===== src/rtl/am_sched.sv =====
// am_sched: alignment-marker slot scheduler shared by LANE_N PCS lanes.
// Each period is one marker slot followed by P-1 consumed data slots.
// P is AM_PERIOD, or TEST_PERIOD when test mode is selected. P is latched
// only on entry to a marker slot, so a test_i change mid-period takes effect
// from the next period.
module am_sched #(
  parameter int LANE_N      = 4,
  parameter int AM_PERIOD   = 16384,
  parameter int TEST_PERIOD = 16,
  localparam int CNT_W      = $clog2(AM_PERIOD)
) (
  input  logic             clk,
  input  logic             nreset,
  input  logic             en_i,
  input  logic             test_i,
  input  logic             valid_i,
  output logic             ready_o,
  output logic             marker_v_o,
  output logic             pre_marker_o,
  output logic [CNT_W-1:0] cnt_o,
  output logic [7:0]       am_cnt_o
);

  // Reject illegal parameter sets at elaboration time.
  generate
    if (LANE_N < 1 || AM_PERIOD < 4 || TEST_PERIOD < 4 || TEST_PERIOD > AM_PERIOD) begin : g_param_check
      $error("am_sched: illegal parameter set");
    end
  endgenerate

  // Last data-slot count value (P-2) for each period choice.
  localparam logic [CNT_W-1:0] AM_LIM   = CNT_W'(AM_PERIOD - 2);
  localparam logic [CNT_W-1:0] TEST_LIM = CNT_W'(TEST_PERIOD - 2);

  typedef enum logic [1:0] {
    IDLE = 2'd0,
    MARK = 2'd1,
    RUN  = 2'd2
  } state_t;

  state_t           state_r, state_s;
  logic [CNT_W-1:0] cnt_r, cnt_s;
  logic [7:0]       am_cnt_r, am_cnt_s;
  logic             test_sel_r, test_sel_s;
  logic             marker_r, ready_r, pre_r;

  // Map the latched period selection to its last data-slot count.
  function automatic logic [CNT_W-1:0] last_slot(input logic sel);
    logic [CNT_W-1:0] lim;
    if (sel) begin
      lim = TEST_LIM;
    end else begin
      lim = AM_LIM;
    end
    return lim;
  endfunction

  // Next-state, slot counter, marker counter and period latch.
  always_comb begin
    state_s    = state_r;
    cnt_s      = cnt_r;
    am_cnt_s   = am_cnt_r;
    test_sel_s = test_sel_r;
    case (state_r)
      IDLE: begin
        cnt_s = '0;
        if (en_i) begin
          state_s    = MARK;
          test_sel_s = test_i;
        end else begin
          state_s = IDLE;
        end
      end
      MARK: begin
        cnt_s    = '0;
        am_cnt_s = am_cnt_r + 8'd1;
        if (en_i) begin
          state_s = RUN;
        end else begin
          state_s = IDLE;
        end
      end
      RUN: begin
        if (!en_i) begin
          // Partial period is discarded; re-enable restarts with a marker.
          state_s = IDLE;
          cnt_s   = '0;
        end else if (valid_i) begin
          if (cnt_r == last_slot(test_sel_r)) begin
            state_s    = MARK;
            cnt_s      = '0;
            test_sel_s = test_i;
          end else begin
            cnt_s = cnt_r + CNT_W'(1);
          end
        end else begin
          // Gaps do not consume slots.
          cnt_s = cnt_r;
        end
      end
      default: begin
        state_s = IDLE;
        cnt_s   = '0;
      end
    endcase
  end

  // State, counters and registered output decodes.
  always_ff @(posedge clk or negedge nreset) begin
    if (!nreset) begin
      state_r    <= IDLE;
      cnt_r      <= '0;
      am_cnt_r   <= 8'd0;
      test_sel_r <= 1'b0;
      marker_r   <= 1'b0;
      ready_r    <= 1'b0;
      pre_r      <= 1'b0;
    end else begin
      state_r    <= state_s;
      cnt_r      <= cnt_s;
      am_cnt_r   <= am_cnt_s;
      test_sel_r <= test_sel_s;
      marker_r   <= (state_s == MARK);
      ready_r    <= (state_s == RUN);
      pre_r      <= (state_s == RUN) && (cnt_s == last_slot(test_sel_s));
    end
  end

  assign marker_v_o   = marker_r;
  assign ready_o      = ready_r;
  assign pre_marker_o = pre_r;
  assign cnt_o        = cnt_r;
  assign am_cnt_o     = am_cnt_r;

endmodule


===== config.mk =====
export PLATFORM = sky130hd
export DESIGN_NAME = am_sched
export DESIGN_NICKNAME = d
export VERILOG_FILES = /design/src/rtl/am_sched.sv
export SDC_FILE = /design/constraint.sdc
export NUM_CORES = 1
export LEC_CHECK = 0
export ABC_CLOCK_PERIOD_IN_PS = 3300
export CAP_MARGIN = 5
export CORE_MARGIN = 4
export CORE_UTILIZATION = 30
export CTS_CLUSTER_SIZE = 30
export DETAILED_ROUTE_END_ITERATION = 8
export MAX_ROUTING_LAYER = met4
export SYNTH_ARGS = -nofsm -noshare
export SYNTH_HDL_FRONTEND = slang
export SYNTH_SLANG_ARGS = --single-unit

===== constraint.sdc =====
create_clock -name clk -period 3.3 [get_ports clk]
set_clock_uncertainty 0.05 [all_clocks]
set_input_delay 0.495 -clock clk [delete_from_list [all_inputs] [get_ports clk]]
set_output_delay 0.495 -clock clk [all_outputs]
set_load 0.05 [all_outputs]

# After elaboration in Yosys (flattened, before gate mapping)

Index checks and enable logic that the tools add are counted.

Register bits after elaboration: 28
Bits of input ports: 5
Output and inout port bits: 25
Word-level logic and storage cells: 37

Add/sub/neg operators: 2
Eq/ne operators: 6
Multiplexer cells: 20
Reduce and logical (&&, ||, !) cells: 2

Operators by type and width:

| operator              | count |
|---|---|
| $mux 14               | 9 |
| $eq 14x14->1          | 2 |
| $add 14x1->14 const B | 1 |
| $add 8x1->8 const B   | 1 |
| $mux 2                | 4 |
| $pmux 2 s3            | 1 |
| $mux 1                | 5 |
| $eq 2x1->1 const B    | 2 |
| $eq 2x2->1 const B    | 2 |
| $logic_not 2->1       | 1 |
| $pmux 1 s2            | 1 |
| $logic_and 1x1->1     | 1 |

# Logic depth before layout (Yosys ltp)

Word-level depth: 12
Mapped depth: 8
Gate-level depth less buffers: 8

# Worst setup path after synthesis

OpenSTA, ideal clock, no wires.

Kind: flip-flop to flip-flop
Start: reg cnt_r[0] (netlist: cnt_o[0])
End: reg pre_r (netlist: pre_marker_o)
Library setup time: 0.078 ns
Arrival time: 2.679 ns
Data required time: 3.172 ns
Slack: 0.493 ns
Cell stages (with the launch flop): 8
Path buffers: 0
Period minus slack after synthesis: 2.807 ns
Cells stage by stage: dfrtp_1 > ha_1 > and4_4 > xnor2_1 > or4_1 > or4_1 > or4_1 > a21oi_1

Word-level cells in the longest chain between the ends: 8
Elaborated cells on any way between the ends: 18
Classes of those cells: 1 x add/sub; 3 x eq/ne; 13 x mux; 1 x reduce/logical

RTL lines:

| element                                               | RTL line | RTL |
|---|---|---|
| start: declaration                                    | 42       | `logic [CNT_W-1:0] cnt_r, cnt_s;` |
| start signal: assignment                              | 120      | `cnt_r <= cnt_s;` |
| branches (longest 7 deep; another with $add 14x1->14) | n/a      |  |
| $logic_and 1x1->1 (*)                                 | 125      | `pre_r <= (state_s == RUN) && (cnt_s == last_slot(test_sel_s));` |
| end signal: assignment                                | 125      |  |
| end: declaration                                      | 45       | `logic marker_r, ready_r, pre_r;` |

Every way passes the cells marked *.
A chain may end at the register's enable or synchronous reset.

# Worst setup path in the final report

Start: in valid_i
End: reg pre_r (netlist: pre_marker_o)

Word-level cells in the longest chain between the ends: 6
Elaborated cells on any way between the ends: 13
Classes of those cells: 2 x eq/ne; 10 x mux; 1 x reduce/logical

RTL lines:

| element               | RTL line | RTL |
|---|---|---|
| start: declaration    | 16       | `input logic valid_i,` |
| $mux 1                | 88       | `end else if (valid_i) begin` |
| $mux 1                | 84       | `if (!en_i) begin` |
| $pmux 1 s2            | 64       | `case (state_r)` |
| $mux 14               | 50       | `if (sel) begin` |
| $eq 14x14->1          | 125      |  |
| $logic_and 1x1->1 (*) | 125      |  |

Every way passes the cells marked *; elsewhere a longest branch is shown, timed or not.

==> out/metrics.yaml <==
synth:
  avgSynthCellArea_um2: 9.58
  syn-num-nets: 169
  synth_ff_type: "dfrtp_1"
  netlist_area_um2: 1540
  ys_types: 40
  synth-seq-cells: 28
  syn_inst: 161
  yosys_warnings: 0
  async_flop_share_pct: 100
  synth_seq_area_share_pct: 45.4
  synth-edff-count: 0
floorplan:
  dieArea_um2: 6350
  die_height_um: 79.7
  chipWidth_um: 79.7
  coreArea_um2: 4850
  rows: 25
  io_pins: 30
  initial_core_util_pct: 31.8
clock_tree:
  cts_hold_buffers: 0
  clk_path_buf_depth: 2
  postCtsSetupBuffers: 0
  clk_latency_ns: 0.28
  h-tree-depth: 1
  cts.sink_count: 28
  cts_tree: "done"
  numCtsBuffers: 3
  postCtsResizedCells: 0
  clk_pin_slew_ns: 0.10
  clock-root-buffer: "clkbuf_8"
finish:
  nNetsFinal: 197
  n_antenna_cell: 0
  post-route-util_pct: 40.7
  drive_gt1_share_pct: 7.98
  fill_cells: 493
  area_growth_pct: 27.9
  final_area_um2: 1970
route:
  vias_per_cell: 5.10
  antenna_left: 0
  drt_iter0_drc: 67
  wirelength_um: 3640
  post_drt_wl_per_cell_um: 14.3
  dr.pass1.iters: 4
  vias: 1301
  drc: 0
power:
  switching_share_pct: 35.1
  seqPwrFrac_pct: 43.4
  power_frac_comb_pct: 29.4
  powerDensity_nw_per_um2: 512
  p_int_w: 0.000655
  p_leak_nw: 0.751
  ir_drop_v: 0.000460
  power.switching_w: 0.000354
  clockPowerShare_pct: 27.2
placed_design:
  dp_hpwl_um: 2600
  postPlaceCellArea_um2: 1900
  portBuffers: 29
  place_ws_ns: 0.325
  routabilityCongestion: 0.867
worst_setup_path:
  path_max_fanout: 6
  endpoint_kind: "flop"
  start_kind: "primary input"
  reg2reg_slack_ns: 0.66
  required_ns: 3.45
  arrival_ns: 2.88
  worstSetupPathType: "primary input to flop"
timing:
  rsz0062_at_grt: "no"
  finalSetupTns_ns: 0
  slew_viol_final: 0
  finalCritPeriodShare_pct: 82.5
  max_clock_freq_mhz: 368
  hold_viol: 0
  slew_headroom_pct: 66.2
  hold-worst-slack_ns: 0.429
  setup_violations: 0
  min_period_ns: 2.72
  setup_slack_ns: 0.579
  worst_pin_slew_ns: 0.506
global_routing:
  grt_pass1_wl_um: 6390
  grt_usage_pct: 12.9
  grt_overflow_total: 0
  antenna_found_initial: 0
  grt_max_degree: 29
  grt_pass1_vias: 1257
worst_hold_path:
  min_path_type: "flop to flop"
job:
  maxCapViolCount: 0
outcome:
  status: "finished, final reports clean"
==> sequential cells by signal, indices dropped and copies added (netlist names) <==
name          cells
pre_marker_o      1
am_cnt_o          8
test_sel_r        1
marker_v_o        1
state_r           2
cnt_o            14
ready_o           1
==> cells in the final DEF, fill, tap and decap left out, types with 3 or more instances in the layout <==
cell	count
nand3_1	7
nor4_1	5
dfrtp_1	28
or4_1	4
nand2_1	8
clkdlybuf4s50_1	29
nor3_1	4
nand4_1	10
xor2_1	7
a21oi_1	5
nor2_1	22
buf_4	4
inv_1	4
or3_1	3
clkbuf_8	3
xnor2_1	15
ha_1	3
==> final cells by class <==
class	count	area, um2	area share (%)
Timing Repair Buffer	33	320	16.2
Tap cell	67	83.8	4.25
Multi-Input combinational cell	119	782	39.6
Clock buffer	3	41.3	2.09
Clock inverter	1	30.0	1.52
Inverter	4	15.0	0.761
Sequential cell	28	701	35.5
==> critical path, cell delays in order <==
cell and delay (ns):
clkdlybuf4s50_1 0.59, and4_4 0.28, xnor2_1 0.10, or4_1 0.46, or4_1 0.40, or4_1 0.40, a21oi_1 0.15
==> cells by family after synthesis <==
family | after synthesis | synth area share (%)
muxes | 2 | 1.46
adders and majority gates | 3 | 2.43
AOI/OAI and AO/OA | 15 | 6.73
and+or+nand+nor | 77 | 27.6
DFF | 28 | 45.4
buffers and inverters | 14 | 3.89
xor gates and xnor gates | 22 | 12.5
==> cells in the mapped netlist, drive strengths merged (2+ instances only) <==
library cell	instances	share of area (%)
and3	3	1.3
nand3	7	2.3
and4	2	1.3
nor3	4	1.3
xnor2	15	8.5
nand2	8	1.9
dfrtp	28	45
nand4	11	4.9
buf	3	1.1
nor3b	2	0.97
nor4	6	2.8
inv	4	0.97
or3	3	1.2
or4	4	1.9
a21oi	5	1.6
mux2	2	1.5
a211oi	2	0.97
ha	3	2.4
xor2	7	4.0
clkbuf	7	1.8
nor2	22	5.4
==> final timing paths <==
| path | start | endpoint | cells past startpoint |
|---|---|---|---|
| setup / recovery | valid_i | pre_marker_o | 7 |
| hold / removal | am_cnt_o[7] | am_cnt_o[7] | 1 |
| setup reg to reg | cnt_o[0] | pre_marker_o | 7 |
| hold reg to reg | am_cnt_o[7] | am_cnt_o[7] | 1 |
| max in group asynchronous | nreset | am_cnt_o[5] | 2 |
| min in group asynchronous | nreset | cnt_o[8] | 2 |
==> per-stage QoR <==
stage,instances,power (W)
5_1_grt,255,0.00106
4_1_cts,255,0.00102
3_5_place_dp,251,0.000743
6_report,255,0.00101
2_1_floorplan,161,0.000634
3_3_place_gp,251,0.000741
==> power by group through the flow <==
stage	clock network [W]	logic, W	registers [W]
floorplan	0	0.0000729	0.000561
global placement	0	0.000295	0.000446
detailed placement	0	0.000298	0.000445
CTS	0.000283	0.000300	0.000438
global route	0.000299	0.000315	0.000448
finish	0.000275	0.000296	0.000438
==> routing by layer <==
metal | track usage, % | routed length (um)
met1 | 18.3 | 1780
met5 | - | 0
met2 | 18.9 | 1690
met3 | 2.37 | 153
met4 | 3.61 | 22
Note: power is estimated with default switching activity, not from simulation.
